$ cat src/rtl/uart_fifo_tx.sv
// 8N1 UART transmitter that pulls one byte per frame from an upstream FIFO.
// The line is driven from a register; the FIFO read request is combinational in IDLE.
module uart_fifo_tx #(
    parameter int unsigned CLOCK_FREQ = 125_000_000,
    parameter int unsigned BAUD_RATE  = 115_200
) (
    input  logic        clk,
    input  logic        rst,
    input  logic        enable_i,
    input  logic        fifo_empty_i,
    output logic        fifo_rd_en_o,
    input  logic [7:0]  fifo_dout_i,
    output logic        serial_out_o,
    output logic        busy_o,
    output logic [15:0] frames_sent_o
);

    localparam int unsigned SYMBOL_CYCLES = CLOCK_FREQ / BAUD_RATE;
    localparam int unsigned CNT_W         = $clog2(SYMBOL_CYCLES);
    localparam int unsigned BIT_W         = 4;
    localparam int unsigned FRAME_BITS    = 10;

    typedef enum logic [1:0] {
        IDLE  = 2'd0,
        FETCH = 2'd1,
        LOAD  = 2'd2,
        SEND  = 2'd3
    } state_e;

    state_e             state_q;
    logic [CNT_W-1:0]   cnt_q;
    logic [BIT_W-1:0]   bit_idx_q;
    logic [9:0]         shift_q;
    logic               serial_q;
    logic               busy_q;
    logic [15:0]        frames_sent_q;
    logic [15:0]        frames_sent_d;
    logic               sym_end_c;
    logic               frame_done_c;

    assign fifo_rd_en_o  = (state_q == IDLE) && enable_i && !fifo_empty_i && !rst;
    assign sym_end_c     = (cnt_q == CNT_W'(SYMBOL_CYCLES - 1));
    assign frame_done_c  = (state_q == SEND) && sym_end_c
                           && (bit_idx_q == BIT_W'(FRAME_BITS - 1));
    assign frames_sent_d = frames_sent_q + 16'(frame_done_c);

    assign serial_out_o  = serial_q;
    assign busy_o        = busy_q;
    assign frames_sent_o = frames_sent_q;

    // serial_q is loaded with the value the line must show in the following cycle
    always_ff @(posedge clk) begin
        if (rst) begin
            state_q       <= IDLE;
            cnt_q         <= '0;
            bit_idx_q     <= '0;
            shift_q       <= 10'h3FF;
            serial_q      <= 1'b1;
            busy_q        <= 1'b0;
            frames_sent_q <= '0;
        end else begin
            frames_sent_q <= frames_sent_d;
            case (state_q)
                IDLE: begin
                    serial_q <= 1'b1;
                    if (fifo_rd_en_o) begin
                        state_q <= FETCH;
                        busy_q  <= 1'b1;
                    end else begin
                        busy_q  <= 1'b0;
                    end
                end
                FETCH: begin
                    shift_q   <= {1'b1, fifo_dout_i, 1'b0};
                    cnt_q     <= '0;
                    bit_idx_q <= '0;
                    serial_q  <= 1'b0;
                    busy_q    <= 1'b1;
                    state_q   <= SEND;
                end
                SEND: begin
                    if (sym_end_c) begin
                        cnt_q     <= '0;
                        shift_q   <= {1'b1, shift_q[9:1]};
                        bit_idx_q <= bit_idx_q + BIT_W'(1);
                        serial_q  <= shift_q[1];
                        if (frame_done_c) begin
                            state_q   <= IDLE;
                            busy_q    <= 1'b0;
                            serial_q  <= 1'b1;
                            bit_idx_q <= '0;
                        end
                    end else begin
                        cnt_q <= cnt_q + CNT_W'(1);
                    end
                end
                default: begin
                    state_q  <= IDLE;
                    busy_q   <= 1'b0;
                    serial_q <= 1'b1;
                end
            endcase
        end
    end

endmodule

$ cat config.mk
export PLATFORM = sky130hd
export DESIGN_NAME = uart_fifo_tx
export DESIGN_NICKNAME = d
export VERILOG_FILES = /design/src/rtl/uart_fifo_tx.sv
export SDC_FILE = /design/constraint.sdc
export NUM_CORES = 1
export LEC_CHECK = 0
export BUFFER_PORTS_ARGS = -buffer_cell sky130_fd_sc_hd__buf_2
export CAP_MARGIN = 20
export CELL_PAD_IN_SITES_DETAIL_PLACEMENT = 1
export CELL_PAD_IN_SITES_GLOBAL_PLACEMENT = 1
export CORE_AREA = 3 3 79 81
export DETAILED_ROUTE_END_ITERATION = 6
export DIE_AREA = 0 0 82 84
export PLACE_DENSITY_LB_ADDON = 0.1
export SLEW_MARGIN = 20
export SYNTH_ARGS = -nofsm -noshare
export SYNTH_HDL_FRONTEND = slang
export SYNTH_SLANG_ARGS = --single-unit
export TNS_END_PERCENT = 20
$ cat constraint.sdc
create_clock -name clk -period 2.8 [get_ports clk]
set_clock_uncertainty 0.2 [all_clocks]
set_input_delay 0.14 -clock clk [delete_from_list [all_inputs] [get_ports clk]]
set_output_delay 0.14 -clock clk [all_outputs]
set_load 0.005 [all_outputs]
**Yosys cells after proc, flatten, opt, wreduce, memory -nomap -nowiden**

Index checks and enable logic that the tools add are counted.

- Equal/unequal tests: 7
- $add $sub $neg: 3
- Reduce and logical (&&, ||, !) cells: 12
- Multiplexer cells: 18

Operator list:

| kind | number |
|---|---|
| 11-bit one-hot mux with 2 select lines | 1 |
| 10-bit one-hot mux with 2 select lines | 1 |
| 16-bit by 1-bit adder with 16-bit output | 1 |
| 11-bit by 1-bit adder with 11-bit output, second input constant | 1 |
| 11-bit equality test, second input constant | 1 |
| 11-bit two-way mux | 1 |
| 10-bit two-way mux | 1 |
| 4-bit two-way mux | 2 |
| 4-bit one-hot mux with 2 select lines | 1 |
| 2-bit two-way mux | 3 |
| 2-bit != test, second input constant | 3 |
| 2-bit one-hot mux with 3 select lines | 1 |
| 1-bit logical AND | 5 |
| 1-bit two-way mux | 5 |
| 4-bit by 1-bit adder with 4-bit output, second input constant | 1 |
| 4-bit equality test, second input constant | 1 |
| 2-bit AND reduction | 2 |
| 1-bit one-hot mux with 3 select lines | 1 |
| 3-bit AND reduction | 1 |
| 2-bit by 1-bit equality test with 1-bit output, second input constant | 1 |
| 2-bit equality test, second input constant | 1 |
| 1-bit logical NOT | 2 |
| 2-bit logical NOT | 1 |
| 1-bit one-hot mux with 2 select lines | 1 |
| 2-bit nonzero test | 1 |

- Input bits: 12
- Logic and storage cells: 47
- Register bits: 45
- Output and inout bits: 19

**Longest topological paths before layout**

- Depth after elaboration: 6
- Mapped depth: 12
- Depth with buffers taken out: 11

**Worst setup path after synthesis**

No wires, ideal clock.

- Path kind: register to register
- Start point: register cnt_q[0]
- End point: register frames_sent_q[15], in the netlist frames_sent_o[15]
- Path buffers: 1
- Data arrival time: 2.311 ns
- Setup slack: 0.168 ns
- Library setup time: 0.121 ns
- Required time: 2.479 ns
- Clock period less this slack: 2.632 ns
- Cell stages (with the launch flop): 12
- Cell sequence: dfxtp_1 -> inv_1 -> ha_1 -> and4bb_1 -> buf_6 -> nand4b_1 -> nor2_1 -> ha_1 -> nand4_1 -> nor4_1 -> nand3_1 -> mux2_2

- Cells in the longest elaborated chain, start to end: 4

Ends and longest elaborated chain:

| what | RTL line | text |
|---|---|---|
| start: declaration | 31 | `logic [CNT_W-1:0] cnt_q;` |
| start signal: assignment | 94 | `cnt_q <= cnt_q + CNT_W'(1);` |
| 11-bit equality test | 42 | `assign sym_end_c = (cnt_q == CNT_W'(SYMBOL_CYCLES - 1));` |
| 1-bit logical AND | 43 | `assign frame_done_c = (state_q == SEND) && sym_end_c` |
| 1-bit logical AND | 44 | `&& (bit_idx_q == BIT_W'(FRAME_BITS - 1));` |
| 16-bit by 1-bit adder with 16-bit output | 45 | `assign frames_sent_d = frames_sent_q + 16'(frame_done_c);` |
| end signal: assignment | 62 | `frames_sent_q <= frames_sent_d;` |
| end: declaration | 36 | `logic [15:0] frames_sent_q;` |

Every way passes these cells.
A chain may end at the register's enable or synchronous reset.

**Final worst setup path**

- Start point: register bit_idx_q[1]
- End point: register frames_sent_q[15], in the netlist frames_sent_o[15]

- Cells in the longest elaborated chain, start to end: 3

Ends and longest elaborated chain:

| what | RTL line | text |
|---|---|---|
| start: declaration | 32 | `logic [BIT_W-1:0] bit_idx_q;` |
| start signal: assignment | 85 | `bit_idx_q <= bit_idx_q + BIT_W'(1);` |
| 4-bit equality test | 44 |  |
| 1-bit logical AND | 44 |  |
| 16-bit by 1-bit adder with 16-bit output | 45 |  |

Every way passes these cells.

==> flow_summary.toml <==
[setup_path]
worstPathMaxFanout = 4
crit_path_start = "bit_idx_q[1]"
cp-start-kind = "register"
required_ns = 2.79
r2r-end = "frames_sent_o[15]"
crit_slowest_cell = "dfxtp_1"
reg2reg_depth = 11
critPathBufInv = 2
critPathCapture = "frames_sent_o[15]"
crit_chain = "inv_1 -> ha_1 -> nand3b_1 -> nand4b_1 -> nor2_2 -> ha_1 -> nand4_1 -> nor4_2 -> buf_4 -> nand3_1 -> mux2_2"
critical-path-top-delay-family = "simple AND/OR/NAND/NOR gates"
r2r_start = "bit_idx_q[1]"
worst-path-stages = 11
r2r_setup_slack_ns = 0.27
max_stage_delay_ns = 0.34
end_kind = "register"
crit_type = "reg2reg"
cp_common_cell = "ha_1"
critPathArrivalTime_ns = 2.52

[global_routing]
grt_pass1_vias = 1959
grt_max_degree = 19
gr-usage-all-layers_pct = 16.7
grt_pass1_wl_um = 9220
antenna_found_initial = 0
gr-total-overflow = 0

[drt]
top_layer = "met4"
drtIter0Drc = 54
num_vias = 1877
met2_length_um = 2530
m1WireLength_um = 2630
ant_nets = 0
drcViolationCount = 0
met3_length_um = 136
drt_wl_total_um = 5430
via_per_inst = 5.32
dr.pass1.iters = 4
drt-wirelength-per-cell_um = 15.4

[yosys]
synth_area_mm2 = 0.00212
yosysSeqAreaShare_pct = 40.7
synth_top_family_by_area = "simple AND/OR/NAND/NOR gates"
synth_compound_area_share_pct = 18.3
synth_top_area_share_pct = 40.7
synth-edff-count = 0
avgSynthCellArea_um2 = 8.97
ys.flop_type = "dfxtp_1"
ys_types = 46
ys_async_sr_fraction_pct = 0
synth_top_area_cell = "dfxtp_1"
synth-xor-area-share_pct = 6.21
synthSimpleGateAreaFrac_pct = 20.6
synthMuxAreaShare_pct = 4.38
synth-seq-cells = 43
postSynthCellCount = 236
ys_warn_count = 0
syn_nets = 255
synthAdderAreaFrac_pct = 4.14
synth.top_cells.by_area = "dfxtp_1 41%, xnor2_1 5.0%, nor2_1 4.6%, a31oi_1 4.1%, ha_1 4.1%"

[floorplanning]
die_area_mm2 = 0.00689
die_x_um = 82
ioPinCount = 31
coreArea_mm2 = 0.00554
initial_core_util_pct = 38.2
die_y_um = 84
rows = 27

[flow_run]
maxCapViolations = 0

[sta]
tns_ns = 0
slew_violations = 0
rsz0062_at_grt = "false"
tightest_slew_ns = 0.594
relSlewSlack_pct = 60.3
setup_viol = 0
period_share_pct = 90.3
timing.fmax_ghz = 0.395
hold_slack_ns = 0.0568
post-route-min-period_ns = 2.53
finalHoldViolations = 0

[clock_tree]
post-cts-setup-buffers = 0
clkTransAtPathRegs_ns = 0.08
cts_max_level = 2
clock_latency_ns = 0.30
clock_path_buffers = 2
cts-root-buf = "clkbuf_8"
cts_tree = "done"
numCtsBuffers = 5
cts.sinks = 43

[cells_and_area]
final_cell_mix = "42 x dfxtp_1, 30 x buf_2, 25 x nor2_1, 14 x a31oi_1, 13 x buf_4"
instances_no_fill = 353
nNetsFinal = 299
n_fill_cell = 671
drive_gt1_share_pct = 23.5
final_cell_area_mm2 = 0.00261
final_common_cell = "dfxtp_1"
diodes = 0
synthToLayoutAreaGrowth_pct = 23.4

[power]
vdd_drop_max_mv = 0.226
powerDensity_mw_per_mm2 = 493
leakage_nw = 1.03
total_power_mw = 1.29

[worst_hold_path]
hold_class = "in2reg"

[place]
dpl.hpwl_um = 3790
dp.cells = 337
port_buffers = 30
placed_cell_area_mm2 = 0.00238
gp_congestion = 0.790

[outcome]
outcome = "complete, no violations"
==> registers in the layout, indices dropped and copies added, names as in the netlist <==
| signal | count |
|---|---|
| cnt_q | 11 |
| serial_out_o | 1 |
| bit_idx_q | 4 |
| frames_sent_o | 16 |
| shift_q | 8 |
| state_q | 2 |
| busy_o | 1 |
==> worst min-delay path by stage <==
stage	depth (start not counted)	slack [ns]	startpoint	to
2_1_floorplan	2	0.15	fifo_dout_i[7]	shift_q[8]
3_3_place_gp	2	0.24	busy_o	busy_o
3_5_place_dp	2	0.25	busy_o	busy_o
4_1_cts	2	0.05	rst	cnt_q[1]
5_1_grt	2	0.09	rst	cnt_q[1]
6_report	2	0.06	rst	cnt_q[1]
==> Yosys cell counts (4+ instances only) <==
library cell,instances
a21oi_1,10
nand3_1,10
dfxtp_1,43
nor4_1,6
nor2_1,26
clkbuf_1,7
inv_1,12
mux2i_1,7
a211oi_1,8
nor2b_1,4
nand4_1,6
xnor2_1,12
a31oi_1,14
ha_1,7
nand2_1,12
nor3_1,5
==> report_power, final <==
part / switching, mW / total [mW] / internal, mW
registers: 0.00652 / 0.629 / 0.622
logic: 0.0475 / 0.0803 / 0.0328
clock network: 0.221 / 0.577 / 0.357
==> kinds of logic after synthesis <==
kind of cell | Yosys count
flops | 43
xor+xnor | 15
compound gates | 52
mux | 9
fa+ha+maj | 7
buf+inv | 26
simple gates | 84
==> per-stage QoR <==
step / util, % / worst slack [ns]
after floorplan: - / 0.168
after global placement: 42.9 / 0.290
after detailed placement: 42.9 / 0.212
after CTS: 46.7 / 0.170
after global routing: 47.1 / 0.0309
final: 47.1 / 0.271
==> timing repair <==
action,in CTS,in global routing
setup endpoints to repair,0,5
resized for setup,0,5
hold endpoints to repair,8,0
hold buffers,8,0
==> metal layers <==
metal,vias to the layer above,GRT usage (%)
met1,901,22.2
li1,944,-
met5,-,0
met3,12,3.35
met4,0,6.65
met2,20,26.1
==> area by class of cell <==
type | count | area [um2] | share of cell area [%]
sequential | 43 | 862 | 33.0
inverter | 12 | 45.0 | 1.72
clock buffer | 6 | 72.6 | 2.78
multi-input combinational | 167 | 1150 | 44.2
clock inverter | 2 | 60.1 | 2.30
timing repair buffer | 51 | 328 | 12.6
tap | 72 | 90.1 | 3.45
No activity file was read; power rests on OpenSTA's default activity.
